[src/rtl/xor_arb_if.sv]
// ============================================================================
// Module   : xor_arb_if
// Purpose  : Request/response bundle for the shared XOR arbiter.
//            The rsp_parity signal exists only when XOR_ARB_PARITY_EN is defined.
// Revision : 1.0  initial release
// ============================================================================
`default_nettype none

interface xor_arb_if #(
    parameter int WIDTH = 8,
    parameter int NREQ  = 4
);
    logic [NREQ-1:0]       req_valid;
    logic [NREQ-1:0]       req_ready;
    logic [NREQ*WIDTH-1:0] req_a;
    logic [NREQ*WIDTH-1:0] req_b;
    logic                  rsp_valid;
    logic                  rsp_ready;
    logic [WIDTH-1:0]      rsp_y;
    logic [1:0]            rsp_id;
`ifdef XOR_ARB_PARITY_EN
    logic                  rsp_parity;
`endif

    // Arbiter side
    modport slave (
        input  req_valid, req_a, req_b, rsp_ready,
        output req_ready, rsp_valid, rsp_y, rsp_id
`ifdef XOR_ARB_PARITY_EN
        , output rsp_parity
`endif
    );

    // Client / test side
    modport master (
        output req_valid, req_a, req_b, rsp_ready,
        input  req_ready, rsp_valid, rsp_y, rsp_id
`ifdef XOR_ARB_PARITY_EN
        , input rsp_parity
`endif
    );
endinterface

`default_nettype wire

[src/rtl/xor_arb.sv]
// ============================================================================
// Module   : xor_arb
// Purpose  : Round-robin arbiter sharing one registered WIDTH-bit XOR unit
//            among NREQ requesters. Optional parity output: XOR_ARB_PARITY_EN.
// Revision : 1.0  initial release
// ============================================================================
`default_nettype none

module xor_arb #(
    parameter int WIDTH = 8,
    parameter int NREQ  = 4
) (
    input  logic      clk,
    input  logic      rst_n,
    xor_arb_if.slave  xif
);
    localparam int IDW = 2;

    typedef enum logic [0:0] {
        S_IDLE = 1'b0,
        S_RESP = 1'b1
    } state_t;

    state_t           state_q;
    logic [IDW-1:0]   last_q;
    logic [IDW-1:0]   id_q;
    logic [WIDTH-1:0] y_q;
`ifdef XOR_ARB_PARITY_EN
    logic             parity_q;
`endif

    logic             w_can_accept;
    logic             w_found;
    logic             w_grant;
    logic [IDW-1:0]   w_cand;
    logic [IDW-1:0]   w_gnt_idx;
    logic [NREQ-1:0]  w_gnt_oh;
    logic [WIDTH-1:0] w_a;
    logic [WIDTH-1:0] w_b;
    logic [WIDTH-1:0] w_y_d;

    assign w_can_accept = (state_q == S_IDLE) || xif.rsp_ready;

    // Search upward from last+1; the IDW-bit add wraps modulo NREQ.
    always_comb begin
        w_found   = 1'b0;
        w_gnt_idx = last_q;
        w_cand    = last_q;
        for (int k = 1; k <= NREQ; k++) begin
            w_cand = last_q + IDW'(k);
            if (!w_found && xif.req_valid[w_cand]) begin
                w_found   = 1'b1;
                w_gnt_idx = w_cand;
            end
        end
    end

    // rst_n gating keeps req_ready low for the whole reset interval.
    assign w_grant  = w_can_accept && w_found && rst_n;
    assign w_gnt_oh = {{(NREQ-1){1'b0}}, 1'b1} << w_gnt_idx;

    assign xif.req_ready = w_grant ? w_gnt_oh : '0;

    assign w_a   = xif.req_a[int'(w_gnt_idx)*WIDTH +: WIDTH];
    assign w_b   = xif.req_b[int'(w_gnt_idx)*WIDTH +: WIDTH];
    assign w_y_d = w_a ^ w_b;

    always_ff @(posedge clk or negedge rst_n) begin
        if (!rst_n) begin
            state_q  <= S_IDLE;
            last_q   <= IDW'(NREQ - 1);
            id_q     <= '0;
            y_q      <= '0;
`ifdef XOR_ARB_PARITY_EN
            parity_q <= 1'b0;
`endif
        end else if (w_grant) begin
            state_q  <= S_RESP;
            last_q   <= w_gnt_idx;
            id_q     <= w_gnt_idx;
            y_q      <= w_y_d;
`ifdef XOR_ARB_PARITY_EN
            parity_q <= ^w_y_d;
`endif
        end else if (state_q == S_RESP && xif.rsp_ready) begin
            state_q  <= S_IDLE;
        end
    end

    assign xif.rsp_valid  = (state_q == S_RESP);
    assign xif.rsp_y      = y_q;
    assign xif.rsp_id     = id_q;
`ifdef XOR_ARB_PARITY_EN
    assign xif.rsp_parity = parity_q;
`endif

endmodule

`default_nettype wire

[src/flat_wrapper.sv]
// flat-port wrapper written by rule: the top's interface ports become plain ports
module xor_arb_flat 
#(
    parameter int WIDTH = 8,
    parameter int NREQ  = 4
)
  (clk, rst_n, xif_req_valid, xif_req_a, xif_req_b, xif_rsp_ready, xif_req_ready, xif_rsp_valid, xif_rsp_y, xif_rsp_id);
  xor_arb_if #(.WIDTH(WIDTH), .NREQ(NREQ)) xif_i ();
  input  logic clk;
  input  logic rst_n;
  input wire logic [$bits(xif_i.req_valid)-1:0] xif_req_valid;
  input wire logic [$bits(xif_i.req_a)-1:0] xif_req_a;
  input wire logic [$bits(xif_i.req_b)-1:0] xif_req_b;
  input wire logic [$bits(xif_i.rsp_ready)-1:0] xif_rsp_ready;
  output wire logic [$bits(xif_i.req_ready)-1:0] xif_req_ready;
  output wire logic [$bits(xif_i.rsp_valid)-1:0] xif_rsp_valid;
  output wire logic [$bits(xif_i.rsp_y)-1:0] xif_rsp_y;
  output wire logic [$bits(xif_i.rsp_id)-1:0] xif_rsp_id;
  assign xif_i.req_valid = xif_req_valid;
  assign xif_i.req_a = xif_req_a;
  assign xif_i.req_b = xif_req_b;
  assign xif_i.rsp_ready = xif_rsp_ready;
  assign xif_req_ready = xif_i.req_ready;
  assign xif_rsp_valid = xif_i.rsp_valid;
  assign xif_rsp_y = xif_i.rsp_y;
  assign xif_rsp_id = xif_i.rsp_id;
  xor_arb #(.WIDTH(WIDTH), .NREQ(NREQ)) u_core (.clk(clk), .rst_n(rst_n), .xif(xif_i));
endmodule
[config.mk]
export PLATFORM = sky130hd
export DESIGN_NAME = xor_arb_flat
export DESIGN_NICKNAME = d
export VERILOG_FILES = /design/src/rtl/xor_arb_if.sv /design/src/rtl/xor_arb.sv /design/src/flat_wrapper.sv
export SDC_FILE = /design/constraint.sdc
export NUM_CORES = 1
export LEC_CHECK = 0
export BUFFER_PORTS_ARGS = -buffer_cell sky130_fd_sc_hd__buf_4
export CORE_MARGIN = 3
export CORE_UTILIZATION = 35
export DETAILED_ROUTE_END_ITERATION = 8
export HOLD_SLACK_MARGIN = 0.15
export PLACE_DENSITY = 0.72
export SYNTH_ARGS = -nofsm -noshare
export SYNTH_HDL_FRONTEND = slang
export SYNTH_SLANG_ARGS = --single-unit
[constraint.sdc]
create_clock -name clk -period 3.46 [get_ports clk]
set_input_delay 0.519 -clock clk [delete_from_list [all_inputs] [get_ports clk]]
set_output_delay 0.519 -clock clk [all_outputs]
set_load 0.005 [all_outputs]
* Word-level counts from Yosys, hierarchy flattened *
Cells that the tools add are included.
W data, S select, Z words.

word-level totals
  memories = 0
  register bits after elaboration = 13
  word-level logic and storage cells = 46
  bits of input ports = 71
  output and inout bits = 15
  ROM bits = 0
  latch bits = 0
  RAM bits = 0

cells by class
  multiply operators = 0
  shift-type cells = 3
  $add $sub $neg = 3
  divide/modulo/power cells = 0
  reductions and logical operators = 11
  bitwise gates (word level) = 2
  muxes and demuxes = 19
  equal/unequal tests = 0
  $lt $le $gt $ge = 4

operator list
  kind                   number
  $shiftx A32 B6 Y8      2
  $lt A2 B3 Y1 const B   4
  $mux W1                10
  $bmux W1 S2            4
  $mux W2                4
  $xor A8 B8 Y8          1
  $logic_and A1 B1 Y1    6
  $add A2 B2 Y2 const B  2
  $mux W4                1
  $shl A1 B2 Y4 const A  1
  $logic_not A1 Y1       3
  $add A2 B1 Y2 const B  1
  $reduce_bool A2 Y1     1
  $logic_or A1 B1 Y1     1
  $not A1 Y1             1

* Logic depth before layout (Yosys ltp) *
  depth after elaboration = 16
  depth in mapped cells = 7
  gate-level depth less buffers = 5

* Worst setup path after synthesis *
Ideal clock, no wire load.

  path type = input to output
  start = in xif_req_valid[1]
  end = out xif_req_ready[1]
  stages = 6
  path slack = 1.465 ns
  required time = 2.941 ns
  arrival = 1.476 ns
  path through = or2b_1 -> a21o_1 -> buf_6 -> and3_4 -> buf_2 -> nor2_1

on the way
  longest elaborated chain between the ends = 15

ends and longest elaborated chain
  item                               RTL line            RTL
  start: declaration                 flat_wrapper.sv:11  input wire logic [$bits(xif_i.req_valid)-1:0] xif_req_valid;
  $bmux W1 S2                        xor_arb.sv:51       if (!w_found && xif.req_valid[w_cand]) begin
  $mux W1 (not written as such)      xor_arb.sv:51
  $mux W1                            xor_arb.sv:51
  $logic_not A1 Y1                   xor_arb.sv:51
  $logic_and A1 B1 Y1                xor_arb.sv:51
  $mux W1                            xor_arb.sv:51
  $logic_not A1 Y1                   xor_arb.sv:51
  $logic_and A1 B1 Y1                xor_arb.sv:51
  $mux W1                            xor_arb.sv:51
  $logic_not A1 Y1                   xor_arb.sv:51
  $logic_and A1 B1 Y1                xor_arb.sv:51
  $mux W1                            xor_arb.sv:51
  $logic_and A1 B1 Y1 (2 in series)  xor_arb.sv:59       assign w_grant = w_can_accept && w_found && rst_n;
  $mux W4 (*)                        xor_arb.sv:62       assign xif.req_ready = w_grant ? w_gnt_oh : '0;
  end: declaration                   flat_wrapper.sv:15  output wire logic [$bits(xif_i.req_ready)-1:0] xif_req_ready;

Mark *: on every way between the ends. The rest lies on a longest branch, timed or not. The select of a mux whose other input is x is not followed.

* Worst setup path after layout *
  start = in rst_n
  end = out xif_req_ready[0]

on the way
  longest elaborated chain between the ends = 2

ends and longest elaborated chain
  item                 RTL line            RTL
  start: declaration   flat_wrapper.sv:10  input logic rst_n;
  $logic_and A1 B1 Y1  xor_arb.sv:59
  $mux W4              xor_arb.sv:62

Every way passes these cells.

==> summary by stage <==
Status
The run finished with clean final reports.

Synthesis
The synthesized instance count is 130. Counting flops and latches in the post-synthesis netlist gives 13. The count of synthesis-stage warnings from yosys is 0. The cell taking the most area after synthesis is dfrtp_1. In the synthesized netlist, the cells that appear most often are xnor2_1 (24), nand2_1 (12), dfrtp_1 (11). The synthesized netlist contains 27 unique library cells. The most used flip-flop cell after synthesis is dfrtp_1. After synthesis, the cell types taking the most area are dfrtp_1 (23%), xnor2_1 (17%), a211oi_2 (8.3%), a211o_1 (5.8%), xor2_1 (5.8%).

Of the synthesized area, sequential elements account for 27.3%. The synthesized design contains 0 enable-type register cells. The dominant cell by count in the synthesized netlist is xnor2_1. Synthesis produced a netlist with a net count of 201. The share of the synthesized area in the top cell type is 22.9%. For this run, asynchronously set or reset flops after synthesis account for 100%. The average instance in the mapped netlist occupies 9.25 um2. The area of the mapped netlist is 1200 um2.

Route
In the final routed layout, each cell accounts on average for 13.8 um. The DRC violation count after routing is 0. The total length of routed wires is 3580 um.

The detail route stage leaves a number of antenna-violating nets equal to 0. The detailed router's first-iteration violation count is 43. The total vias in the final route is 1272.

Using the TritonRoute via totals, the vias-per-cell ratio works out to 4.89. The first detailed-routing pass took 4 iterations.

GRT
The final global-route overflow total is 0. The via count of the first global-routing pass is 1325. Global routing used 17.4% of the available tracks. The initial antenna violation count came to 0. The pin count of the biggest net entering global routing is 21. The first global-routing pass estimated 5950 um of wire.

Final layout
Leaving out filler cells and counting taps, the final layout contains 260. At the end of the flow the core is filled with cells to 60.0%. The final layout contains 288 nets. The proportion of layout cells with a drive suffix above 1 is 48.1%. The area overhead of the layout relative to synthesis is 57.4%. The antenna diode count is 0.

Worst setup path
The required arrival time at the worst endpoint is 2.94 ns. The element type at the critical path start is an input pin. The worst setup path is of the in -> out kind. STA classifies the critical path endpoint as an output pin.

The data arrival time at the worst-slack endpoint is 2.44 ns. The launching point of the worst reg2reg path is u_core.last_q[0]$_DFFE_PN1P_. In this run the worst setup path begins at rst_n. Of all nets on the critical path, the largest fanout is 14.

Clocking
Buffers inserted to repair hold after CTS numbered 1. Clock tree synthesis inserted a total of 3 buffers. CTS built an H-tree with a depth of 1. The tree is rooted in a clkbuf_4.

In this run, post-CTS repair resized a total of 0 instances. CTS saw 13 sinks. The TritonCTS clock tree is yes. The number of buffers on the longest clock path is 2.

The post-CTS setup-driven buffer insertion count is 0. The later pin in the worst-skew pair is clocked with a latency of 0.26 ns. After clock tree synthesis, the clock-pin slew on the worst setup and hold paths is 0.07 ns.

Pwr
The analysis attributes to cell leakage a power of 0.893 nW. The highest ir drop seen on vdd is 285 uV. The ratio of total power to cell area is 420 nW/um2. Total power for the finished layout comes to 0.000796 W.

Placement
The number of port buffers is 85. At the end of routability-driven placement, the weighted congestion stood at 0.758. The number of cells in the design after placement is 255.

Summed over all nets, the half-perimeter wirelength after detailed placement is 3010 um.

Timing
The worst clock skew on the final layout is 0.00115 ns. The total count of hold-check failures in the final report is 0. Setup repair after global routing left no endpoint under its margin. The maximum clock rate is 338 MHz. The number of setup violations in the final report is 0. The count of pins over their slew limit is 0. At the pin with the least slew margin, the transition time is 0.614 ns. The worst path uses 85.6% of the clock period. The setup TNS is 0 ns. The worst pin sits at a relative slew slack of 59.0%.

The clock period could shrink to 2.96 ns.

Floorplan
The width of the die is 64.6 um. In this run the vertical extent of the chip is 64.6 um. The area enclosed by the die boundary is 4170 um2. The boundary pin count is 86. The initial utilization of the core area, before any placement, comes to 38.1%. After floorplanning, the core was sized to cover 3150 um2. The row count is 20.

Worst hold path
The path class of the tightest hold or removal check is reg -> reg. The hold path startpoint is u_core.xif.rsp_id[1]$_DFFE_PN0P_.

Run
Max-cap violations in this run came to 0.
-- placed cells by master, fill, tap and decap left out --
cell and instances:
buf_4 85, xnor2_1 24, nand2_1 12, dfrtp_1 11, a21oi_1 10, nor2_1 8
xor2_1 8, a31oi_1 8, a211oi_2 8, and2_1 8, a211o_1 8, nor2b_1 3
o21ai_0 3, clkbuf_4 3, nand2b_1 2, dfstp_2 2, o21ai_4 1, or2b_1 1
a21o_1 1, nand3_1 1, inv_1 1, nor3_1 1, o41ai_2 1, or2b_4 1
a211o_4 1, and3_4 1, o211ai_2 1, clkbuf_1 1, dlygate4sd3_1 1
-- state kept, by name, indices dropped and copies added (netlist names) --
signal / flops
u_core.last_q: 2
u_core.xif.rsp_id: 2
u_core.xif.rsp_valid: 1
u_core.xif.rsp_y: 8
-- area by class of cell --
class / instances / area, um2
fillers: 303 / 1260
multi-input cells: 112 / 832
well taps: 44 / 55.1
repair buffers: 86 / 648
clock buffers: 4 / 26.3
inverters: 1 / 3.75
flip-flops and latches: 13 / 328
-- metal layers --
metal	share of wire, %	up-vias	GRT usage (%)	wire (um)
met5	0	-	0	0
met4	0.70	0	4.22	25
met3	11	2	4.16	406
met2	48	63	30.5	1730
met1	39	574	21.4	1410
li1	-	633	-	-
-- through the flow --
| step | hold WS [ns] | area [um2] | setup slack [ns] |
|---|---|---|---|
| 3_5_place_dp | 0.377 | 1860 | 1.05 |
| 3_3_place_gp | 0.373 | 1860 | 1.13 |
| 6_report | 0.492 | 1890 | 0.499 |
| 2_1_floorplan | 0.223 | 1200 | 1.46 |
| 5_1_grt | 0.516 | 1890 | 0.308 |
| 4_1_cts | 0.495 | 1890 | 0.506 |
-- logic make-up after synthesis --
| family | count (synthesis) | synth area share (%) |
|---|---|---|
| flops | 13 | 27.3 |
| compound gates | 42 | 29.6 |
| xor+xnor | 32 | 23.3 |
| buf+inv | 5 | 3.54 |
| simple gates | 38 | 16.3 |
-- worst paths after layout --
kind,endpoint,slack (ns),cells past startpoint
worst max-delay path,xif_req_ready[0],0.50,7
worst min-delay path,u_core.xif.rsp_id[1]$_DFFE_PN0P_,0.49,2
worst max register to register,u_core.xif.rsp_y[5]$_DFFE_PN0P_,1.54,5
worst min register to register,u_core.xif.rsp_id[1]$_DFFE_PN0P_,0.49,2
max in group asynchronous,u_core.last_q[1]$_DFFE_PN1P_,2.58,2
min in group asynchronous,u_core.xif.rsp_y[1]$_DFFE_PN0P_,0.65,2
-- worst max-delay path, cell delays in order --
cell	delay [ns]
dlygate4sd3_1	0.53
buf_4	0.22
o41ai_2	0.13
nor2b_1	0.36
o211ai_2	0.36
nor2_1	0.19
buf_4	0.13
-- report_power, final --
part	leakage, nW	internal, W	switching [W]
clock network	0.0150	0.0000445	0.0000419
logic	0.727	0.000243	0.000207
registers	0.151	0.000217	0.0000423
total	0.893	0.000504	0.000291
No activity file was read; power rests on OpenSTA's default activity.
